<file path="config.mk">
export PLATFORM = sky130hd
export DESIGN_NAME = baggage_drop_sequencer
export DESIGN_NICKNAME = d
export VERILOG_FILES = /design/src/rtl/baggage_drop_pkg.sv /design/src/rtl/baggage_drop_sequencer_t_lim_calc.sv /design/src/rtl/baggage_drop_sequencer.sv
export SDC_FILE = /design/constraint.sdc
export NUM_CORES = 1
export LEC_CHECK = 0
export CAP_MARGIN = 20
export CORE_MARGIN = 1
export CORE_UTILIZATION = 25
export CTS_CLUSTER_DIAMETER = 40
export DETAILED_ROUTE_END_ITERATION = 6
export GPL_ROUTABILITY_DRIVEN = 0
export REMOVE_ABC_BUFFERS = 1
export SYNTH_ARGS = -nofsm -noshare
export SYNTH_HDL_FRONTEND = slang
export SYNTH_SLANG_ARGS = --single-unit
</file>
<file path="constraint.sdc">
create_clock -name clk -period 5.1 [get_ports clk]
set_input_delay 1.02 -clock clk [delete_from_list [all_inputs] [get_ports clk]]
set_output_delay 1.02 -clock clk [all_outputs]
set_load 0.005 [all_outputs]
</file>
<file path="src/rtl/baggage_drop_pkg.sv">
// Shared types and widths for the baggage-drop sequencer.
// State encoding is fixed because the display stage decodes it.
package baggage_drop_pkg;

    localparam int SENSOR_W    = 8;
    localparam int TIME_W      = 16;
    localparam int NUM_SENSORS = 4;
    localparam int SUM_W       = 10;

    typedef enum logic [2:0] {
        S_IDLE = 3'd0,
        S_LOAD = 3'd1,
        S_RUN  = 3'd2,
        S_DROP = 3'd3,
        S_DONE = 3'd4
    } state_t;

endpackage

</file>
<file path="src/rtl/baggage_drop_sequencer_t_lim_calc.sv">
// Combinational time-limit calculation from the four sensor heights.
// A zero height marks a faulty sensor and forces the limit to zero.
module t_lim_calc
    import baggage_drop_pkg::*;
#(
    parameter logic [TIME_W-1:0] T_BASE = 16'd100
) (
    input  logic [SENSOR_W*NUM_SENSORS-1:0] sensors,
    output logic [TIME_W-1:0]               t_lim
);

    logic [SUM_W-1:0]  sum;
    logic              any_zero;
    logic [TIME_W:0]   wide;

    // Sum heights, flag faulty sensors, saturate the base-plus-sum.
    always_comb begin
        sum      = '0;
        any_zero = 1'b0;
        for (int i = 0; i < NUM_SENSORS; i++) begin
            sum = sum + SUM_W'(sensors[i*SENSOR_W +: SENSOR_W]);
            if (sensors[i*SENSOR_W +: SENSOR_W] == '0)
                any_zero = 1'b1;
        end
        wide = {1'b0, T_BASE} + (TIME_W+1)'(sum);
        if (any_zero)
            t_lim = '0;
        else if (wide[TIME_W])
            t_lim = '1;
        else
            t_lim = wide[TIME_W-1:0];
    end

endmodule

</file>
<file path="src/rtl/baggage_drop_sequencer.sv">
// Baggage-drop controller: latches the time limit, counts elapsed
// ticks and opens a bounded drop window for the display/drop stage.
module baggage_drop_sequencer
    import baggage_drop_pkg::*;
#(
    parameter logic [TIME_W-1:0] T_BASE     = 16'd100,
    parameter logic [TIME_W-1:0] TIMEOUT    = 16'd5000,
    parameter logic [7:0]        HOLD_TICKS = 8'd50
) (
    input  logic                            clk,
    input  logic                            rst_n,
    input  logic                            tick,
    input  logic                            start,
    input  logic                            drop_req,
    input  logic                            abort,
    input  logic [SENSOR_W*NUM_SENSORS-1:0] sensors,
    output logic [TIME_W-1:0]               t_act,
    output logic [TIME_W-1:0]               t_lim,
    output logic                            drop_en,
    output logic                            busy,
    output logic                            done
);

    // A hold of zero ticks is treated as a single tick.
    localparam logic [7:0] HOLD_LAST =
        (HOLD_TICKS == 8'd0) ? 8'd0 : HOLD_TICKS - 8'd1;

    state_t            state;
    logic [7:0]        hold_cnt;
    logic [TIME_W-1:0] lim_calc;
    logic [TIME_W-1:0] t_act_inc;

    t_lim_calc #(
        .T_BASE (T_BASE)
    ) u_t_lim_calc (
        .sensors (sensors),
        .t_lim   (lim_calc)
    );

    // Elapsed-time increment that sticks at full scale.
    always_comb begin
        t_act_inc = t_act;
        if (t_act != '1)
            t_act_inc = t_act + 16'd1;
    end

    // Sequencer FSM with registered outputs; abort wins over everything.
    always_ff @(posedge clk or negedge rst_n) begin
        if (!rst_n) begin
            state    <= S_IDLE;
            t_act    <= '0;
            t_lim    <= '0;
            drop_en  <= 1'b0;
            busy     <= 1'b0;
            done     <= 1'b0;
            hold_cnt <= '0;
        end else begin
            done <= 1'b0;
            if (abort && state != S_IDLE) begin
                state   <= S_IDLE;
                busy    <= 1'b0;
                drop_en <= 1'b0;
                t_act   <= '0;
            end else begin
                case (state)
                    S_IDLE: begin
                        if (start) begin
                            state <= S_LOAD;
                            busy  <= 1'b1;
                        end
                    end
                    S_LOAD: begin
                        t_act <= '0;
                        t_lim <= lim_calc;
                        state <= S_RUN;
                    end
                    S_RUN: begin
                        if (drop_req) begin
                            state    <= S_DROP;
                            drop_en  <= 1'b1;
                            hold_cnt <= '0;
                            if (tick)
                                t_act <= t_act_inc;
                        end else if (t_act == TIMEOUT) begin
                            state <= S_DONE;
                            done  <= 1'b1;
                        end else if (tick) begin
                            t_act <= t_act_inc;
                        end
                    end
                    S_DROP: begin
                        if (tick) begin
                            if (hold_cnt == HOLD_LAST) begin
                                state   <= S_DONE;
                                drop_en <= 1'b0;
                                done    <= 1'b1;
                            end else begin
                                hold_cnt <= hold_cnt + 8'd1;
                            end
                        end
                    end
                    S_DONE: begin
                        state   <= S_IDLE;
                        busy    <= 1'b0;
                        drop_en <= 1'b0;
                    end
                    default: begin
                        state   <= S_IDLE;
                        busy    <= 1'b0;
                        drop_en <= 1'b0;
                    end
                endcase
            end
        end
    end

endmodule

</file>
==> results.rst, run 1 <==
.. list-table::
   :header-rows: 1

   * - Metric
     - Value
   * - Cell count after placement
     - 601
   * - Max capacitance violation total
     - 0
   * - Maximum number of pins on one net before global-route repair
     - 42
   * - H-tree depth
     - 2
   * - Clock insertion delay at the later pin of the skew report
     - 0.29 ns
   * - Share of layout cells above drive strength 1
     - 5.03%
   * - Hold violation count in the final report
     - 0
   * - Number of buffers inserted by post-CTS setup repair
     - 0
   * - Non-filler cells in the finished layout
     - 609
   * - Leakage power
     - 1.82 nW
   * - Clock-pin transition on the worst setup and hold timing paths
     - 0.06 ns
   * - Cell area after technology mapping
     - 3290 sq um
   * - Number of cells on the worst reg-to-reg path
     - 5
   * - Iteration-0 DRC count of the detailed router
     - 138
   * - EDFF count, synth
     - 0
   * - Total gr overflow
     - 0
   * - DRT Pass-1 Iters
     - 4
   * - Yosys reg bits
     - 41
   * - Count of nets after finishing
     - 505
   * - Post-route setup slack
     - 0.373 ns
   * - Number of antenna repair diodes
     - 0
   * - Crit-path max FO
     - 4
   * - Vias per std cell
     - 4.61
   * - Initial Utilization
     - 25.8%
   * - Slew at the pin with the worst max-slew slack
     - 0.924 ns
   * - Required arrival time at the worst endpoint
     - 5.28 ns
   * - Maximum count of clock buffers along a single path
     - 2
   * - Drc violations
     - 0
   * - Core region area
     - 12700 sq um
   * - Most area-consuming cells after synthesis
     - dfrtp_1 31%, ha_1 8.0%, fa_1 6.1%
   * - Sequential area share after synthesis
     - 31.2%
   * - Instance area at placement
     - 4100 sq um
   * - Count of nets left with antenna violations after detail routing
     - 0
   * - Wire length after detailed routing
     - 7.75 mm
   * - Cells on Worst Hold Path
     - 2
   * - Unrepaired setup endpoints after global routing
     - no
   * - Ys flop type
     - dfrtp_1
   * - CP Class
     - input port to flop
   * - Post-DR wirelength/cell
     - 12.7 um
   * - Final critical-path required period
     - 4.73 ns
   * - Worst min-delay path class
     - flop to flop
   * - Most instantiated library cell after synthesis
     - inv_1
   * - Post-Synthesis Mean Instance Area
     - 8.86 sq um
   * - Chip Height
     - 117 um
   * - Run status
     - finished, final reports clean
   * - Synthesis warning total
     - 0
   * - Most frequent cells after synthesis
     - 46 x inv_1, 41 x dfrtp_1, 32 x nor2_1
   * - Count of final setup violators
     - 0
   * - Antenna violations before repair
     - 0
   * - Final std cell area, no fill
     - 4270 sq um
   * - Setup crit end kind
     - flop
   * - Area of the die
     - 13600 sq um
   * - Data arrival, critical path
     - 4.91 ns
   * - Vias after detailed routing
     - 2805
   * - FILL cells
     - 1362
   * - Clock root cell
     - clkbuf_16
   * - Setup skew after layout
     - 0.0109 ns
   * - Number of rows in the core area
     - 41
   * - Overall die width
     - 117 um
   * - Area growth, synth to finish
     - 30.0%
   * - Async SR Flop Fraction
     - 100%
   * - Worst slack, placed
     - -0.0415 ns
   * - Final Max Slew Viols
     - 0
   * - Sinks on Clock Net
     - 41
   * - Sequential cell area
     - 1030 sq um
   * - CP startpoint kind
     - input port
   * - Port bufs
     - 67
   * - Number of primary I/O pins
     - 73
   * - PD cells
     - 351 nW/um^2
   * - Highest achievable clock rate
     - 0.212 GHz
   * - Largest area contributor in the netlist
     - dfrtp_1
   * - Global-route wire length before repair
     - 12.8 mm
   * - Proportion of netlist area held by the largest area contributor
     - 31.2%
   * - Post-detail-place hpwl
     - 6.17 mm
   * - Total clock buffers created by CTS
     - 5
   * - Unique masters post-synth
     - 63
   * - CTS tree
     - done
   * - GRT Resource Usage Total
     - 12.0%
   * - Number of global-route vias before repair
     - 2740
   * - Worst IR Drop VDD
     - 194 uV
   * - Area used by multi-input combinational logic
     - 2020 sq um
   * - Relative slew margins
     - 38.4%
   * - Final clock period utilization by the worst path
     - 92.7%
   * - Gate count after technology mapping
     - 371
-- layer usage --
metal  wire, um  track usage [%]  vias up  share of wire (%)
met4         67             3.29        0               0.86
li1           -                -     1413                  -
met1       3490             15.1     1315                 45
met5          0                0        -                  0
met3        461             2.85        4                5.9
met2       3730             20.6       73                 48
-- power breakdown --
| part | switching (W) | internal, W | leakage, nW |
|---|---|---|---|
| Clock | 0.000128 | 0.000232 | 0.0810 |
| Sequential | 0.0000486 | 0.000382 | 0.551 |
| Combinational | 0.000360 | 0.000348 | 1.19 |
-- worst max-delay path, stage by stage --
cell             delay, ns
clkdlybuf4s50_1       0.50
ha_1                  0.19
inv_1                 0.06
fa_1                  0.40
nor2b_1               0.13
o21ai_0               0.10
a21boi_0              0.20
o21ai_0               0.10
nand2b_1              0.11
xnor2_1               0.09
fa_1                  0.48
inv_1                 0.04
ha_1                  0.29
buf_4                 0.16
o311ai_0              0.39
xor2_1                0.20
o31a_1                0.28
o31ai_1               0.18
-- sequential cells by signal, summed over array words and instances (netlist names) --
name / flops
t_act: 16
t_lim: 11
hold_cnt: 8
state: 3
busy: 1
done: 1
drop_en: 1
-- cells by family (layout without fill, tap and decap cells) --
family,count (synthesis),count (layout),synth area share (%)
buffers and inverters,60,122,8.03
other,1,5,0.114
multiplexers,5,5,1.60
AND/OR/NAND/NOR,130,130,20.5
XOR/XNOR,34,34,9.06
flip-flops,41,41,31.2
adder cells (fa/ha/maj),31,31,14.1
AO/OA/AOI/OAI,69,69,15.4
-- repair_timing --
action,4_1_cts,5_1_grt
hold buffers,0,0
gates resized for setup,0,1
endpoints found under the setup margin,0,1
-- placed cells by master, fill, tap and decap left out, types with 2 or more instances in the layout --
master and instances:
xnor2_1 20, a21o_1 5, nor2_1 32, nor4_1 16, and2_1 2, ha_1 21, o41ai_1 2, nand3_1 13
a21oi_1 15, a211oi_1 3, nand2b_1 3, or3_1 2, a21boi_0 2, mux2i_1 3, nand4_1 7, nor3_1 10
a22o_1 3, dfrtp_1 41, conb_1 5, inv_1 46, clkdlybuf4s50_1 66, clkbuf_16 5, fa_1 10, and3_1 3
o211ai_1 3, o31ai_1 3, nand2_1 28, mux2_2 2, o21ai_0 16, nor2_4 2, xor2_1 14
-- final cells by class --
cell class	instances	share of cell area [%]
multi-input cells	274	47.2
flip-flops and latches	41	24.0
repair buffers	68	15.8
well taps	172	5.04
inverters	46	4.04
clock buffers	6	3.02
clock inverters	2	0.908
-- metrics by stage --
step / util (%) / setup TNS, ns / total power [W] / hold WS [ns]
finish: 33.6 / 0 / 0.00150 / 0.482
detailed placement: 32.2 / -0.0415 / 0.00115 / 0.477
global route: 33.6 / 0 / 0.00162 / 0.511
global placement: 32.2 / 0 / 0.00114 / 0.474
CTS: 33.5 / 0 / 0.00152 / 0.495
floorplan: - / 0 / 0.000892 / 0.467
-- worst paths after layout --
check                      startpoint           to  slack, ns
max in group asynchronous       rst_n  hold_cnt[2]       3.64
min                         t_lim[10]    t_lim[10]       0.48
min reg2reg                 t_lim[10]    t_lim[10]       0.48
min in group asynchronous       rst_n      drop_en       0.86
max reg2reg                  state[2]    t_lim[10]       2.72
max                        sensors[0]     t_lim[9]       0.37
Power figures use the tool's default switching activity.
==> run 2: changes to the inputs <==
==> constraint.sdc (replaced) <==
create_clock -name clk -period 5.3 [get_ports clk]
set_input_delay 1.06 -clock clk [delete_from_list [all_inputs] [get_ports clk]]
set_output_delay 1.06 -clock clk [all_outputs]
set_load 0.005 [all_outputs]
==> run 2 against run 1 <==
Compared with the run above:
- combinational power down 4.8%
- non-clock buffer count shrank 1
- cell count is 0.16% lower
- hold slack better by 0.011 ns
- clock skew down 0.0020 ns
- die area is the same
- first-iteration DRC count is 24% lower
- sequential share of layout area is 0.11 points higher
- global-route usage about the same
- critical path depth unchanged
- flip-flop and latch count did not move
- clock power fell by 10%
- critical path type unchanged
==> results.rst, run 2 (synthesis gave the netlist of run 1 again) <==
.. list-table::
   :header-rows: 1

   * - Metric
     - Value
   * - Run status
     - finished, final reports clean
   * - Vias per std cell
     - 4.67
   * - Length of routed met2 wiring
     - 3.63 mm
   * - Instance area at placement
     - 4090 sq um
   * - Clock-pin transition on the worst setup and hold timing paths
     - 0.06 ns
   * - Sequential cell area
     - 1030 sq um
   * - Antenna violations before repair
     - 0
   * - PD cells
     - 332 nW/um^2
   * - Post-route setup slack
     - 0.371 ns
   * - Drc violations
     - 0
   * - Setup crit end kind
     - flop
   * - DRT Pass-1 Iters
     - 6
   * - Sinks on Clock Net
     - 41
   * - Largest registers
     - t_act: 16 flops, t_lim: 11 flops, hold_cnt: 8 flops
   * - Overall die width
     - 117 um
   * - Hold violation count in the final report
     - 0
   * - Maximum count of clock buffers along a single path
     - 2
   * - Flip-flop count of the largest register, all copies and words added
     - 16
   * - Top sig layer
     - met4
   * - Post-DR wirelength/cell
     - 12.7 um
   * - CP startpoint kind
     - input port
   * - Wire length after detailed routing
     - 7.73 mm
   * - Iteration-0 DRC count of the detailed router
     - 105
   * - Port bufs
     - 67
   * - Maximum number of pins on one net before global-route repair
     - 42
   * - Final Max Slew Viols
     - 0
   * - Core region area
     - 12700 sq um
   * - Area used by multi-input combinational logic
     - 2010 sq um
   * - Chip Height
     - 117 um
   * - CTS tree
     - done
   * - Share of layout cells above drive strength 1
     - 4.82%
   * - Clock root cell
     - clkbuf_16
   * - Number of buffers inserted by post-CTS setup repair
     - 0
   * - Global-route wire length before repair
     - 13.0 mm
   * - Total gr overflow
     - 0
   * - GRT Resource Usage Total
     - 12.0%
   * - Vias after detailed routing
     - 2840
   * - Non-filler cells in the finished layout
     - 608
   * - Final std cell area, no fill
     - 4250 sq um
   * - CP max-delay cell
     - clkdlybuf4s50_1
   * - Slew at the pin with the worst max-slew slack
     - 0.915 ns
   * - Crit-path max FO
     - 5
   * - Relative slew margins
     - 39.0%
   * - H-tree depth
     - 2
   * - Routed met3 length
     - 448 um
   * - Post-detail-place hpwl
     - 6.16 mm
   * - Clock insertion delay at the later pin of the skew report
     - 0.28 ns
   * - Initial Utilization
     - 25.8%
   * - Max capacitance violation total
     - 0
   * - Worst slack, placed
     - 0.0785 ns
   * - Cell count after placement
     - 600
   * - Worst IR Drop VDD
     - 143 uV
   * - Most common cell after layout, fill and taps aside
     - clkdlybuf4s50_1
   * - Final clock period utilization by the worst path
     - 93.0%
   * - Number of global-route vias before repair
     - 2839
   * - Worst min-delay path class
     - flop to flop
   * - Leakage power
     - 1.81 nW
   * - Data arrival, critical path
     - 5.11 ns
   * - Area of the die
     - 13600 sq um
   * - Quantity of gates resized following cts
     - 0
   * - CP Class
     - input port to flop
   * - Overall power of the completed layout
     - 0.00141 W
   * - Number of antenna repair diodes
     - 0
   * - Unrepaired setup endpoints after global routing
     - no
   * - Slowest stage delay, CP
     - 0.50 ns
   * - Number of primary I/O pins
     - 73
   * - Final critical-path required period
     - 4.93 ns
   * - Count of final setup violators
     - 0
   * - Hold-fix buffers at CTS
     - 0
   * - Area growth, synth to finish
     - 29.4%
   * - FILL cells
     - 1346
   * - Final sum of negative setup slack
     - 0 ns
   * - Required arrival time at the worst endpoint
     - 5.48 ns
   * - Chain of cells forming the critical path
     - clkdlybuf4s50_1 > ha_1 > inv_1 > fa_1 > nor2b_1 > o21ai_0 > a21boi_0 > o21ai_0 > nand2b_1 > xnor2_1 > fa_1 > inv_1 > ha_1 > and3_1 > a221oi_1 > xor2_1 > o31a_1 > o31ai_1
   * - Register bank with the most flops
     - t_act
   * - Count of nets after finishing
     - 504
   * - Setup skew after layout
     - 0.00884 ns
   * - Highest achievable clock rate
     - 0.203 GHz
   * - Total clock buffers created by CTS
     - 5
   * - Number of rows in the core area
     - 41
   * - Count of nets left with antenna violations after detail routing
     - 0
   * - Wire length on met1
     - 3.53 mm
   * - Commonest non-fill, non-tap cells in the layout
     - 66 x clkdlybuf4s50_1, 46 x inv_1, 41 x dfrtp_1
[run 2: path summary, 6_finish.rpt]
path	end	slack, ns	startpoint	depth (start not counted)
setup / recovery	t_lim[9]	0.37	sensors[0]	18
hold / removal	t_lim[7]	0.49	t_lim[7]	2
setup reg to reg	t_act[10]	2.95	t_act[0]	7
hold reg to reg	t_lim[7]	0.49	t_lim[7]	2
max in group asynchronous	hold_cnt[7]	3.82	rst_n	1
min in group asynchronous	t_act[3]	0.91	rst_n	1
[run 2: report_power, final]
group	internal (W)	switching (W)	leakage (nW)
Clock	0.000202	0.000121	0.0805
Sequential	0.000368	0.0000466	0.551
Combinational	0.000330	0.000344	1.18
[run 2: cell type report]
class,count,share of cell area (%)
Inverter,46,4.06
Sequential cell,41,24.1
Timing Repair Buffer,67,15.7
Clock buffer,7,3.59
Tap cell,172,5.06
Multi-Input combinational cell,274,47.3
Clock inverter,1,0.206
[run 2: critical path, delay by kind of cell]
family	cells	cell delay (ns)
adder cells (fa/ha/maj)	4	1.40
buffers and inverters	3	0.59
AO/OA/AOI/OAI	6	1.34
AND/OR/NAND/NOR	3	0.43
XOR/XNOR	2	0.28
[run 2: metal layers]
metal,track usage [%],vias to the layer above
met3,2.65,12
met2,20.2,73
met1,15.0,1342
li1,-,1413
met4,4.22,0
met5,0,-
[run 2: stage by stage]
step | utilization, % | hold WS [ns]
finish | 33.4 | 0.493
global route | 33.4 | 0.520
CTS | 33.4 | 0.499
detailed placement | 32.2 | 0.486
global placement | 32.2 | 0.470
floorplan | - | 0.467
==> run 3: changes to the inputs <==
--- a/config.mk
+++ b/config.mk
@@ -12,6 +12,8 @@
 export DETAILED_ROUTE_END_ITERATION = 6
 export GPL_ROUTABILITY_DRIVEN = 0
 export REMOVE_ABC_BUFFERS = 1
+export SETUP_SLACK_MARGIN = 0.05
+export SLEW_MARGIN = 20
 export SYNTH_ARGS = -nofsm -noshare
 export SYNTH_HDL_FRONTEND = slang
 export SYNTH_SLANG_ARGS = --single-unit
==> constraint.sdc (replaced) <==
create_clock -name clk -period 5.7 [get_ports clk]
set_input_delay 1.14 -clock clk [delete_from_list [all_inputs] [get_ports clk]]
set_output_delay 1.14 -clock clk [all_outputs]
set_load 0.005 [all_outputs]
==> run 3 against run 2 <==
Compared with the run above:
- global-route usage up 0.17 points
- hold slack worse by 0.0046 ns
- die area stayed put
- cell count stayed put
- sequential power is 7.0% lower
- largest power group unchanged
- combinational power decreased by 6.8%
- non-clock buffer count unchanged
- register-to-register slack better by 0.36 ns
- via count is 0.21% higher
- clock-buffer cell count shrank 1
- total power down 5.6%
==> results.rst, run 3 (synthesis gave the netlist of run 1 again) <==
.. list-table::
   :header-rows: 1

   * - Metric
     - Value
   * - Most common cell after layout, fill and taps aside
     - clkdlybuf4s50_1
   * - Worst min-delay path class
     - flop to flop
   * - Required arrival time at the worst endpoint
     - 5.88 ns
   * - Antenna violations before repair
     - 0
   * - Flip-flop count of the largest register, all copies and words added
     - 16
   * - Setup skew after layout
     - 0.00986 ns
   * - Drc violations
     - 0
   * - Run status
     - finished, final reports clean
   * - CP startpoint kind
     - input port
   * - Area growth, synth to finish
     - 29.6%
   * - Register bank with the most flops
     - t_act
   * - CP Class
     - input port to flop
   * - Final sum of negative setup slack
     - 0 ns
   * - Maximum count of clock buffers along a single path
     - 2
   * - Instance area at placement
     - 4090 sq um
   * - Count of nets after finishing
     - 504
   * - Clock root cell
     - clkbuf_16
   * - CTS tree
     - done
   * - PD cells
     - 313 nW/um^2
   * - Final clock period utilization by the worst path
     - 87.1%
   * - Area of the die
     - 13600 sq um
   * - Quantity of gates resized following cts
     - 0
   * - Final Max Slew Viols
     - 0
   * - Clock insertion delay at the later pin of the skew report
     - 0.28 ns
   * - Leakage power
     - 1.81 nW
   * - Hold-fix buffers at CTS
     - 0
   * - Commonest non-fill, non-tap cells in the layout
     - 66 x clkdlybuf4s50_1, 46 x inv_1, 41 x dfrtp_1
   * - Iteration-0 DRC count of the detailed router
     - 107
   * - Maximum number of pins on one net before global-route repair
     - 42
   * - GRT Resource Usage Total
     - 12.2%
   * - Post-detail-place hpwl
     - 6.18 mm
   * - Core region area
     - 12700 sq um
   * - Crit-path max FO
     - 5
   * - Data arrival, critical path
     - 5.15 ns
   * - Port bufs
     - 67
   * - H-tree depth
     - 2
   * - Worst IR Drop VDD
     - 117 uV
   * - Initial Utilization
     - 25.8%
   * - Clock-pin transition on the worst setup and hold timing paths
     - 0.06 ns
   * - DRT Pass-1 Iters
     - 6
   * - Final critical-path required period
     - 4.96 ns
   * - Highest achievable clock rate
     - 0.201 GHz
   * - Vias per std cell
     - 4.68
   * - Relative slew margins
     - 37.3%
   * - Total clock buffers created by CTS
     - 5
   * - Number of rows in the core area
     - 41
   * - Number of global-route vias before repair
     - 2821
   * - Vias after detailed routing
     - 2846
   * - Global-route wire length before repair
     - 13.3 mm
   * - Number of primary I/O pins
     - 73
   * - Count of nets left with antenna violations after detail routing
     - 0
   * - WHS
     - 0.488 ns
   * - Max capacitance violation total
     - 0
   * - Setup crit end kind
     - flop
   * - Post-DR wirelength/cell
     - 12.7 um
   * - Post-layout util
     - 33.5%
   * - Number of buffers inserted by post-CTS setup repair
     - 0
   * - Unrepaired setup endpoints after global routing
     - no
   * - Number of antenna repair diodes
     - 0
   * - Overall die width
     - 117 um
   * - Slew at the pin with the worst max-slew slack
     - 0.941 ns
   * - Hold violation count in the final report
     - 0
   * - Share of layout cells above drive strength 1
     - 4.59%
   * - Largest registers
     - t_act: 16 flops, t_lim: 11 flops, hold_cnt: 8 flops
   * - Total gr overflow
     - 0
   * - Final std cell area, no fill
     - 4260 sq um
   * - Chip Height
     - 117 um
   * - Count of final setup violators
     - 0
   * - Wire length after detailed routing
     - 7.74 mm
   * - Sinks on Clock Net
     - 41
-- run 3: cell count changes in the layout (fill, tap and decap cells not counted) --
cell,change
bufinv_16,+1
clkbuf_1,+1
clkbuf_8,-2
clkinv_4,+1
inv_6,-1
-- run 3: critical path: stages --
cell,delay (ns)
clkdlybuf4s50_1,0.49
ha_1,0.17
inv_1,0.05
fa_1,0.39
nor2b_1,0.11
o21ai_0,0.11
a21boi_0,0.19
o21ai_0,0.10
nand2b_1,0.11
xnor2_1,0.09
fa_1,0.48
inv_1,0.04
ha_1,0.34
and3_1,0.20
a221oi_1,0.43
xor2_1,0.19
o31a_1,0.31
o31ai_1,0.18
-- run 3: power breakdown --
part           internal, W  total [W]  switching (W)
sequential        0.000342   0.000385      0.0000428
clock             0.000207   0.000319       0.000111
combinational     0.000306   0.000628       0.000322
-- run 3: path summary, 6_finish.rpt --
check                            from          end  slack (ns)  depth (start not counted)
max                        sensors[0]     t_lim[9]        0.74                         18
min                          t_lim[7]     t_lim[7]        0.49                          2
max reg2reg                  t_act[0]    t_act[10]        3.31                          7
min reg2reg                  t_lim[7]     t_lim[7]        0.49                          2
max in group asynchronous       rst_n  hold_cnt[2]        4.11                          1
min in group asynchronous       rst_n     t_act[2]        1.00                          1
-- run 3: area by class of cell --
type,instances,area (sq um)
Fill cell,1352,8460
Multi-Input combinational cell,274,2010
Sequential cell,41,1030
Timing Repair Buffer,67,666
Tap cell,172,215
Inverter,46,173
Clock buffer,6,129
Clock inverter,2,38.8
-- run 3: metrics by stage --
| stage | power (W) | setup slack, ns | std cells |
|---|---|---|---|
| finish | 0.00133 | 0.737 | 608 |
| detailed placement | 0.00103 | 0.435 | 600 |
| global route | 0.00144 | 0.424 | 608 |
| global placement | 0.00101 | 0.537 | 600 |
| floorplan | 0.000798 | 1.24 | 361 |
| CTS | 0.00136 | 0.725 | 608 |
-- run 3: layer usage --
metal	vias up	share of wire, %	track usage (%)
met3	4	5.5	2.65
met4	0	0.96	3.88
li1	1413	-	-
met1	1350	47	16.0
met2	79	47	19.8
met5	-	0	0
